--- config.mk ---
export PLATFORM = sky130hd
export DESIGN_NAME = serial_subtractor_flat
export DESIGN_NICKNAME = d
export VERILOG_FILES = /design/src/rtl/serial_subtractor_if.sv /design/src/rtl/serial_subtractor.sv /design/src/flat_wrapper.sv
export SDC_FILE = /design/constraint.sdc
export NUM_CORES = 1
export LEC_CHECK = 0
export ABC_AREA = 1
export CAP_MARGIN = 40
export CORE_MARGIN = 5
export CORE_UTILIZATION = 59
export CTS_BUF_LIST = sky130_fd_sc_hd__clkbuf_4 sky130_fd_sc_hd__clkbuf_8
export CTS_CLUSTER_DIAMETER = 50
export DETAILED_ROUTE_END_ITERATION = 6
export PLACE_DENSITY = 0.84
export SYNTH_ARGS = -nofsm -noshare
export SYNTH_HDL_FRONTEND = slang
export SYNTH_SLANG_ARGS = --single-unit
--- constraint.sdc ---
create_clock -name clk -period 3.6 [get_ports clk]
set_input_delay 1.08 -clock clk [delete_from_list [all_inputs] [get_ports clk]]
set_output_delay 1.08 -clock clk [all_outputs]
set_load 0.02 [all_outputs]
--- src/rtl/serial_subtractor_if.sv ---
// ============================================================================
// Module   : serial_subtractor_if
// Brief    : Request/result bundle between a client and the bit-serial subtractor.
// Revision : 1.0 - initial release
// ============================================================================
`default_nettype none

interface serial_subtractor_if #(
    parameter int WIDTH = 8
);
    logic             start;
    logic [WIDTH-1:0] A;
    logic [WIDTH-1:0] B;
    logic             busy;
    logic             done;
    logic [WIDTH-1:0] Diff;
    logic             Borrow;

    modport master (
        output start, A, B,
        input  busy, done, Diff, Borrow
    );

    modport slave (
        input  start, A, B,
        output busy, done, Diff, Borrow
    );
endinterface

`default_nettype wire

--- src/rtl/serial_subtractor.sv ---
// ============================================================================
// Module   : serial_subtractor
// Brief    : Bit-serial unsigned A - B, LSB first, one full-subtractor step per clock.
// Revision : 1.0 - initial release
// ============================================================================
`default_nettype none

module serial_subtractor #(
    parameter int WIDTH = 8
) (
    input  wire logic           clk,
    input  wire logic           rst_n,
    serial_subtractor_if.slave  bus
);

    localparam int CNT_W = (WIDTH > 1) ? $clog2(WIDTH) : 1;
    localparam logic [CNT_W-1:0] LAST_BIT = CNT_W'(WIDTH - 1);

    typedef enum logic [1:0] {
        IDLE  = 2'd0,
        SHIFT = 2'd1,
        DONE  = 2'd2
    } state_t;

    state_t           state_q, state_d;
    logic [WIDTH-1:0] a_q, a_d;
    logic [WIDTH-1:0] b_q, b_d;
    logic [WIDTH-1:0] res_q, res_d;
    logic [WIDTH-1:0] diff_q, diff_d;
    logic             br_q, br_d;
    logic             borrow_q, borrow_d;
    logic [CNT_W-1:0] cnt_q, cnt_d;

    logic             hs1_diff, hs1_borrow;
    logic             hs2_diff, hs2_borrow;
    logic             accept;
    logic [WIDTH-1:0] res_shift;

    // Two cascaded half subtractors: (a - b), then (that - borrow-in).
    assign hs1_diff   = a_q[0] ^ b_q[0];
    assign hs1_borrow = ~a_q[0] & b_q[0];
    assign hs2_diff   = hs1_diff ^ br_q;
    assign hs2_borrow = ~hs1_diff & br_q;

    // New bit enters at the MSB so that after WIDTH steps bit i sits at index i.
    generate
        if (WIDTH > 1) begin : g_res_wide
            assign res_shift = {hs2_diff, res_q[WIDTH-1:1]};
        end else begin : g_res_single
            assign res_shift = hs2_diff;
        end
    endgenerate

    assign accept = bus.start && (state_q != SHIFT);

    always_comb begin
        state_d  = state_q;
        a_d      = a_q;
        b_d      = b_q;
        res_d    = res_q;
        br_d     = br_q;
        cnt_d    = cnt_q;
        diff_d   = diff_q;
        borrow_d = borrow_q;

        case (state_q)
            SHIFT: begin
                a_d   = a_q >> 1;
                b_d   = b_q >> 1;
                res_d = res_shift;
                br_d  = hs1_borrow | hs2_borrow;
                cnt_d = cnt_q + CNT_W'(1);
                if (cnt_q == LAST_BIT) begin
                    state_d  = DONE;
                    diff_d   = res_shift;
                    borrow_d = hs1_borrow | hs2_borrow;
                end
            end
            IDLE, DONE: begin
                if (accept) begin
                    state_d = SHIFT;
                    a_d     = bus.A;
                    b_d     = bus.B;
                    res_d   = '0;
                    br_d    = 1'b0;
                    cnt_d   = '0;
                end else begin
                    state_d = IDLE;
                end
            end
            default: state_d = IDLE;
        endcase
    end

    always_ff @(posedge clk or negedge rst_n) begin
        if (!rst_n) begin
            state_q  <= IDLE;
            a_q      <= '0;
            b_q      <= '0;
            res_q    <= '0;
            br_q     <= 1'b0;
            cnt_q    <= '0;
            diff_q   <= '0;
            borrow_q <= 1'b0;
        end else begin
            state_q  <= state_d;
            a_q      <= a_d;
            b_q      <= b_d;
            res_q    <= res_d;
            br_q     <= br_d;
            cnt_q    <= cnt_d;
            diff_q   <= diff_d;
            borrow_q <= borrow_d;
        end
    end

    assign bus.busy   = (state_q == SHIFT);
    assign bus.done   = (state_q == DONE);
    assign bus.Diff   = diff_q;
    assign bus.Borrow = borrow_q;

endmodule

`default_nettype wire

--- src/flat_wrapper.sv ---
// flat-port wrapper written by rule: the top's interface ports become plain ports
module serial_subtractor_flat 
#(
    parameter int WIDTH = 8
)
  (clk, rst_n, bus_start, bus_A, bus_B, bus_busy, bus_done, bus_Diff, bus_Borrow);
  serial_subtractor_if #(.WIDTH(WIDTH)) bus_i ();
  input  wire logic clk;
  input  wire logic rst_n;
  input wire logic [$bits(bus_i.start)-1:0] bus_start;
  input wire logic [$bits(bus_i.A)-1:0] bus_A;
  input wire logic [$bits(bus_i.B)-1:0] bus_B;
  output wire logic [$bits(bus_i.busy)-1:0] bus_busy;
  output wire logic [$bits(bus_i.done)-1:0] bus_done;
  output wire logic [$bits(bus_i.Diff)-1:0] bus_Diff;
  output wire logic [$bits(bus_i.Borrow)-1:0] bus_Borrow;
  assign bus_i.start = bus_start;
  assign bus_i.A = bus_A;
  assign bus_i.B = bus_B;
  assign bus_busy = bus_i.busy;
  assign bus_done = bus_i.done;
  assign bus_Diff = bus_i.Diff;
  assign bus_Borrow = bus_i.Borrow;
  serial_subtractor #(.WIDTH(WIDTH)) u_core (.clk(clk), .rst_n(rst_n), .bus(bus_i));
endmodule
==> metrics, run 1 <==
crit path DAT 1.71 ns; proportion of layout cells with a drive suffix above 1 0.1061; final hold vios 0; global route total overflow 0; DRC 0; hold buffer count at CTS 0; largest net degree at the start of global routing 39; area of the multi-input gates approximately 740 um^2; crit path kind reg2out; Pins Over Slew Limit 0; Placer Congestion about 0.77; CP Cell Sequence buf_4 > nor2_1 > clkdlybuf4s50_1; power density over cell area 857.7 mW/mm^2; CP endpoint kind output pin; Synth Area in Adders 0.02452; complex-gate fraction of the synthesized area 0.002725; wire per inst 11.93 um; Worst Path Required ~2.5 ns; number of global-route vias before repair 1360; initial antenna violation count 0; cell taking the most area after synthesis dfrtp_1; worst path bufs/invs 2; drt first-iter violations between 150 and 200; Via Count ~1400; Buffers on Ports 29; post_cts resized 0; total track usage 0.1863; clk sinks 38; area taken by flip-flops and latches 950.9 um^2; crit start category flop; post-synth cell types 19; area grow syn2layout 17.57%; Layout Cells excl Fill ~290; clk root buf clkbuf_4; syn nets 241; Top Family by Delay on Critical Path buffers and inverters; mux cell area share after synthesis 0; placed cells 281; drt pass-1 iters 4; delay of the slowest cell on the worst path 0.61 ns; boundary pin count 30; Util after Layout 0.7132; fmax 358.8 MHz; setup bufs post-CTS 0; FF+latch count, synth 38; hold_ws 0.4856 ns; Final setup viols 0; worst min-delay path category reg2reg; post-layout min period about 2.8 ns; Reg clk slew, reported paths 0.11 ns; post-layout instance area 0.002160 mm^2; maximum clock insertion buffer count 2; fin nets between 200 and 300; simple-gate share of the synthesized area 0.3767; Die Y 65.80 um; die width between 60 and 70 um; slew margin rel. 0.4639; n_diodes 0; Synth area leaders dfrtp_1, nand2_1, nand3_1; Detailed Place HPWL between 2 and 2.5 mm; CP max stage cell clkdlybuf4s50_1; Worst Skew 0.008233 ns; worst vdd ir 503.6 uV; sequential element share of the synthesized area 0.5177; RSZ-0062 raised after global routing no; Yosys warning count 0; clk_lat worst skew approximately 0.35 ns; setup TNS 0 ns; remaining antenna violation count 0; main combinational cell family by area after synthesis simple AND/OR/NAND/NOR gates; run status completed; die area 0.004329 mm^2; row cnt 20; H-tree levels 2; Cells after Synth between 200 and 250; Total Wirelength 3.447 mm; Core Region between 0.003 and 0.004 mm^2; P_leak 1.161 nW; fin crit share 0.7742; first-pass GRT wire length 6.065 mm; crit-path max FO 17; worst slew pin tran 0.8042 ns; Post-Synth XOR/XNOR Area 0; CTS buffer count 5; Netlist Area Pre-Place roughly 0.0018 mm^2; area share of the largest cell type after synthesis 0.5177; Mean Syn Cell Area 8.387 um^2; Initial Util 0.6066; DP Area 0.002081 mm^2; filler cell count 243; TritonCTS clock tree done; Max Cap Viol 0; Vias/cell 4.993
[cell usage in the layout (no fill, tap or decap)]
master,n
ha_1,2
nand2_4,1
clkbuf_8,3
inv_1,6
o21ai_0,1
nand2_1,114
nand2_2,2
nand3_1,28
fa_1,1
clkbuf_4,5
inv_2,1
dfrtp_1,38
clkdlybuf4s50_1,28
nand3_2,9
nor2_2,1
buf_4,2
nor2_1,1
buf_2,1
inv_4,1
[tightest hold or removal path, delay by kind of cell (launching register included)]
kind / cells / cell delay [ns]
DFF: 1 / 0.36
and+or+nand+nor: 2 / 0.10
[sequential cells by signal, summed over array words and instances (netlist names)]
signal and cells:
u_core.a_q 8, u_core.b_q 8, u_core.br_q 1, u_core.bus.Borrow 1, u_core.bus.Diff 8, u_core.cnt_q 3
u_core.res_q 7, u_core.state_q 2
[Yosys cell counts]
library cell	instances
buf_2	4
nand2_4	1
clkbuf_1	1
nor2_1	1
inv_2	1
nand3_1	28
nand2_2	2
ha_1	2
buf_6	4
inv_1	6
buf_12	1
o21ai_0	1
nand2_1	114
inv_4	1
nor2_2	1
dfrtp_1	38
buf_4	3
fa_1	1
nand3_2	9
[cell type report]
cell class              count  share of cell area
flip-flops and latches     38              0.4403
multi-input cells         160              0.3436
repair buffers             31              0.1390
clock buffers               8             0.03650
well taps                  44             0.02549
inverters                   8             0.01506
[kinds of logic after synthesis]
kind of cell	count (synthesis)
buffers and inverters	21
AND/OR/NAND/NOR	156
adder cells (fa/ha/maj)	3
flip-flops	38
AO/OA/AOI/OAI	1
[worst paths after layout]
kind | start | to | slack [ns] | depth (start not counted)
max | u_core.state_q[0]$_DFFE_PN0P_ | bus_done | 0.81 | 3
min | u_core.bus.Diff[2]$_DFFE_PN0P_ | u_core.bus.Diff[2]$_DFFE_PN0P_ | 0.49 | 2
max reg2reg | u_core.state_q[0]$_DFFE_PN0P_ | u_core.a_q[4]$_DFFE_PN0P_ | 1.86 | 5
min reg2reg | u_core.bus.Diff[2]$_DFFE_PN0P_ | u_core.bus.Diff[2]$_DFFE_PN0P_ | 0.49 | 2
max in group asynchronous | rst_n | u_core.a_q[0]$_DFFE_PN0P_ | 2.29 | 1
min in group asynchronous | rst_n | u_core.res_q[5]$_DFFE_PN0P_ | 0.81 | 1
[power breakdown]
part,leakage [nW],internal [mW],switching [mW],total [mW]
sequential,0.481,0.616,0.117,0.733
clock,0.0446,0.133,0.140,0.274
combinational,0.635,0.325,0.521,0.846
[per-stage QoR]
| stage | worst slack [ns] | power, mW |
|---|---|---|
| after global routing | 0.7495 | 2.025 |
| after floorplan | 1.568 | 1.397 |
| after detailed placement | 1.186 | 1.591 |
| after global placement | 1.200 | 1.568 |
| after CTS | 0.8021 | 1.865 |
| final | 0.8130 | 1.852 |
[metal layers]
| metal | vias up | GRT usage | wire, um | part of all wire |
|---|---|---|---|---|
| met5 | - | 0 | 0 | 0 |
| li1 | 731 | - | - | - |
| met4 | 0 | 0.1088 | 93 | 0.027 |
| met3 | 7 | 0.03571 | 133 | 0.039 |
| met2 | 26 | 0.3004 | 1658 | 0.48 |
| met1 | 679 | 0.2318 | 1562 | 0.45 |
No activity file was read; power rests on OpenSTA's default activity.
==> run 2, diff against run 1 <==
--- a/config.mk
+++ b/config.mk
@@ -8,11 +8,11 @@
 export ABC_AREA = 1
 export CAP_MARGIN = 40
 export CORE_MARGIN = 5
-export CORE_UTILIZATION = 59
+export CORE_UTILIZATION = 55
 export CTS_BUF_LIST = sky130_fd_sc_hd__clkbuf_4 sky130_fd_sc_hd__clkbuf_8
 export CTS_CLUSTER_DIAMETER = 50
 export DETAILED_ROUTE_END_ITERATION = 6
-export PLACE_DENSITY = 0.84
+export PLACE_DENSITY = 0.79
 export SYNTH_ARGS = -nofsm -noshare
 export SYNTH_HDL_FRONTEND = slang
 export SYNTH_SLANG_ARGS = --single-unit
==> constraint.sdc (replaced) <==
create_clock -name clk -period 2.9 [get_ports clk]
set_input_delay 0.87 -clock clk [delete_from_list [all_inputs] [get_ports clk]]
set_output_delay 0.87 -clock clk [all_outputs]
set_load 0.02 [all_outputs]
==> metrics, run 2 (synthesis results as in run 1) <==
run status completed; Detailed Place HPWL 2.261 mm; CTS buffer count 5; clk_lat worst skew 0.32 ns; Max Cap Viol 0; area grow syn2layout 16.69%; Layout Cells excl Fill 291; placed cells 284; maximum clock insertion buffer count 2; Via Count about 1400; remaining antenna violation count 0; Switching Share 0.4212; power density over cell area 1039 mW/mm^2; CP Cell Sequence inv_4 > nor2_2 > clkdlybuf4s50_1; commonest cells after routing, fill and taps aside nand2_1, dfrtp_1, nand3_1, clkdlybuf4s50_1, nand3_2; initial antenna violation count 0; Psw 0.9376 mW; post_cts resized 0; hold buffer count at CTS 0; setup bufs post-CTS 0; Reg clk slew, reported paths 0.10 ns; worst vdd ir approximately 550 uV; worst slew pin tran 0.8019 ns; Worst Skew 0.002965 ns; setup TNS 0 ns; drt pass-1 iters 4; die width 67.79 um; Pins Over Slew Limit 0; Initial Util 0.5592; wire per inst 11.32 um; clk root buf clkbuf_4; hold_ws roughly 0.49 ns; filler cell count 308; number of global-route vias before repair 1375; Buffers on Ports 29; Final setup viols 0; P_leak 1.154 nW; Placer Congestion approximately 0.76; H-tree levels 2; crit path DAT ~1.9 ns; global route total overflow 0; area of the multi-input gates 742.0 um^2; row cnt 21; Clk pwr share 0.118; boundary pin count 30; Vias/cell approximately 4.9; RSZ-0062 raised after global routing no; Core Region 0.003284 mm^2; slew margin rel. 0.4654; delay of the slowest cell on the worst path approximately 0.74 ns; fin crit share 0.9382; n_diodes 0; worst path bufs/invs 2; drt first-iter violations 170; crit start category flop; worst min-delay path category reg2reg; CP max stage cell dfrtp_1; Worst Path Required 2.03 ns; area taken by flip-flops and latches 950.9 um^2; sequential share of power 0.422; proportion of layout cells with a drive suffix above 1 0.1061; final hold vios 0; fmax between 300 and 400 MHz; hold_sp u_core.bus.Diff[1]$_DFFE_PN0P_; Top Family by Delay on Critical Path flip-flops; Critical path origin u_core.state_q[0]$_DFFE_PN0P_; post-layout min period 2.721 ns; die area 0.004595 mm^2; crit-path max FO 18; Pint about 1.3 mW; total track usage 0.1699; Total Wirelength 3.293 mm; DRC 0; commonest non-fill, non-tap cell in the layout nand2_1; clk sinks 38; fin nets around 270; Die Y 67.79 um; r2r startpoint u_core.state_q[0]$_DFFE_PN0P_; crit path kind reg2out; CP endpoint kind output pin; Comb pwr share 0.460; first-pass GRT wire length 5.940 mm; TritonCTS clock tree done; largest net degree at the start of global routing 39
## run 2: changes by cell type in the layout (fill, tap and decap cells not counted), sizes merged
cell	change
buf	+1
clkbuf	-1
## run 2: power groups by stage
stage | Combinational [mW] | Sequential (mW) | Clock (mW)
CTS | 1.04 | 0.940 | 0.271
global route | 1.19 | 0.975 | 0.290
floorplan | 0.768 | 0.967 | 0
finish | 1.02 | 0.939 | 0.262
global placement | 1.02 | 0.940 | 0
detailed placement | 1.04 | 0.950 | 0
## run 2: routing by layer
metal  part of all wire  vias up  global-route usage
li1                   -      734                   -
met1               0.44      662              0.2258
met2               0.51       28              0.2795
met3              0.036        5             0.03494
met4              0.011        0             0.05211
met5                  0        -                   0
## run 2: through the flow
step	total power, mW	cell area, um^2	util	setup slack (ns)
3_5_place_dp	1.991	2091	0.6366	0.5233
4_1_cts	2.255	2143	0.6526	0.1508
2_1_floorplan	1.734	1837	-	1.078
6_report	2.226	2143	0.6526	0.1792
3_3_place_gp	1.956	2091	0.6366	0.5282
5_1_grt	2.456	2143	0.6526	0.03950
## run 2: cell type report
class,count,share of cell area
timing repair buffer,32,0.1436
sequential,38,0.4437
clock buffer,7,0.02452
tap,46,0.02685
multi-input combinational,160,0.3462
inverter,8,0.01518
## run 2: final timing paths
| kind | to | slack, ns | depth (start not counted) |
|---|---|---|---|
| min | u_core.bus.Diff[1]$_DFFE_PN0P_ | 0.49 | 2 |
| max in group asynchronous | u_core.a_q[0]$_DFFE_PN0P_ | 1.77 | 1 |
| min in group asynchronous | u_core.b_q[3]$_DFFE_PN0P_ | 0.63 | 1 |
| max | bus_busy | 0.18 | 3 |
| max reg2reg | u_core.a_q[4]$_DFFE_PN0P_ | 1.07 | 6 |
| min reg2reg | u_core.bus.Diff[1]$_DFFE_PN0P_ | 0.49 | 2 |
## run 2: worst reg2reg max path, cell delays in order, from the launching register on
cell and delay (ns):
dfrtp_1 0.74, inv_4 0.05, buf_4 0.21, nand2_4 0.30, nand2_2 0.27, nand2_1 0.11, nand2_1 0.06
==> run 3, diff against run 2 <==
--- a/config.mk
+++ b/config.mk
@@ -8,11 +8,11 @@
 export ABC_AREA = 1
 export CAP_MARGIN = 40
 export CORE_MARGIN = 5
-export CORE_UTILIZATION = 55
+export CORE_UTILIZATION = 49
 export CTS_BUF_LIST = sky130_fd_sc_hd__clkbuf_4 sky130_fd_sc_hd__clkbuf_8
 export CTS_CLUSTER_DIAMETER = 50
 export DETAILED_ROUTE_END_ITERATION = 6
-export PLACE_DENSITY = 0.79
+export PLACE_DENSITY = 0.74
 export SYNTH_ARGS = -nofsm -noshare
 export SYNTH_HDL_FRONTEND = slang
 export SYNTH_SLANG_ARGS = --single-unit
==> constraint.sdc (replaced) <==
create_clock -name clk -period 2.3 [get_ports clk]
set_input_delay 0.69 -clock clk [delete_from_list [all_inputs] [get_ports clk]]
set_output_delay 0.69 -clock clk [all_outputs]
set_load 0.02 [all_outputs]
==> metrics, run 3 (synthesis results as in run 1) <==
Buffers on Ports 29; row cnt 22; wire per inst 11.68 um; Total Wirelength 3.470 mm; remaining antenna violation count 0; clk sinks 38; largest net degree at the start of global routing 39; fin crit share 0.9389; Worst R2R Path Depth 5; met2 Use GR 0.2429; commonest non-fill, non-tap cell in the layout nand2_1; first-pass GRT wire length 6.175 mm; crit start category flop; Worst Skew 0.002069 ns; Critical path origin u_core.state_q[0]$_DFFE_PN0P_; CTS buffer count 5; Die Y 71.23 um; Placer Congestion slightly above 0.7; initial antenna violation count 0; r2r endpoint u_core.bus.Diff[3]$_DFFE_PN0P_; proportion of layout cells with a drive suffix above 1 0.1205; fin nets 270; filler cell count 326; Core Region 0.003633 mm^2; Layout Cells excl Fill 297; GR Util met1 0.1982; worst min-delay path category in2async; number of global-route vias before repair between 1000 and 1500; Via Count between 1000 and 1500; crit path kind reg2out; n_diodes 0; Worst Path Required 1.61 ns; Max Cap Viol 0; clk_lat worst skew 0.28 ns; post-layout min period 2.159 ns; boundary pin count 30; setup bufs post-CTS 0; placed cells 289; TritonCTS clock tree done; crit-path max FO 3; worst vdd ir roughly 640 uV; H-tree levels 2; Critical Path End bus_done; global route total overflow 0; final hold vios 0; Detailed Place HPWL 2.361 mm; CP endpoint kind output pin; DP Area 0.002116 mm^2; drt first-iter violations roughly 140; GR peak layer met2; post_cts resized 0; run status completed; RSZ-0062 raised after global routing no; die area between 0.005 and 0.006 mm^2; drt pass-1 iters 4; hold buffer count at CTS 0; Pins Over Slew Limit 0; Final setup viols 0; Vias/cell 4.933; area grow syn2layout 20.37%; post-layout instance area 0.002211 mm^2; slew margin rel. 0.6808; DRC 0; power density over cell area 1346 mW/mm^2; worst slew pin tran 0.4788 ns; commonest cells after routing, fill and taps aside nand2_1, dfrtp_1, nand3_1, clkdlybuf4s50_1, nand3_2; P_leak 1.187 nW; r2r startpoint u_core.cnt_q[0]$_DFFE_PN0P_; crit path DAT about 1.5 ns; Reg2Reg Setup Slack approximately 0.65 ns; total track usage 0.1508; maximum clock insertion buffer count 2; clk root buf clkbuf_8; fmax between 400 and 500 MHz; M3 GR Usage 0.03506; Initial Util 0.5055; die width 71.23 um; Reg clk slew, reported paths about 0.07 ns; setup TNS 0 ns
run 3: cell count changes in the layout (fill, tap and decap cells not counted), sizes merged:
cell and delta:
clkinv +1, buf +3
run 3: worst min path at each step:
stage / start / to / slack (ns) / cells past startpoint
after floorplan: rst_n / u_core.a_q[0]$_DFFE_PN0P_ / 0.39 / 0
final: rst_n / u_core.a_q[3]$_DFFE_PN0P_ / 0.44 / 2
after global routing: rst_n / u_core.a_q[3]$_DFFE_PN0P_ / 0.49 / 2
after CTS: rst_n / u_core.a_q[3]$_DFFE_PN0P_ / 0.45 / 2
after global placement: u_core.bus.Diff[6]$_DFFE_PN0P_ / u_core.bus.Diff[6]$_DFFE_PN0P_ / 0.46 / 2
after detailed placement: u_core.bus.Diff[1]$_DFFE_PN0P_ / u_core.bus.Diff[1]$_DFFE_PN0P_ / 0.47 / 2
run 3: metal layers:
metal  share of wire  routed length, um
met1            0.46               1600
met2            0.49               1693
met3           0.034                118
met4           0.016                 57
met5               0                  0
run 3: area by class of cell:
cell class,instances,area [um^2],area share
flip-flops and latches,38,950.9,0.4301
multi-input cells,160,742.0,0.3356
repair buffers,35,330.3,0.1494
clock buffers,7,90.09,0.04075
well taps,48,60.06,0.02716
inverters,8,32.53,0.01471
clock inverters,1,5.005,0.002264
run 3: power by group:
| part | leakage, nW | switching [mW] | internal, mW |
|---|---|---|---|
| clock network | 0.0517 | 0.220 | 0.253 |
| logic | 0.654 | 0.812 | 0.536 |
| registers | 0.481 | 0.187 | 0.968 |
| total | 1.19 | 1.22 | 1.76 |
run 3: worst max-delay path, stage by stage (launching register included):
cell	delay, ns
dfrtp_1	0.42
nor2_1	0.14
clkdlybuf4s50_1	0.63
run 3: stage by stage:
stage	utilization	total power [mW]	hold WS, ns	setup WS, ns
after floorplan	-	2.187	0.3944	0.6584
after global routing	0.6085	3.246	0.4888	0.08988
after CTS	0.6085	3.004	0.4531	0.1133
final	0.6085	2.977	0.4378	0.1406
after detailed placement	0.5823	2.527	0.4651	0.4189
after global placement	0.5823	2.499	0.4634	0.4206
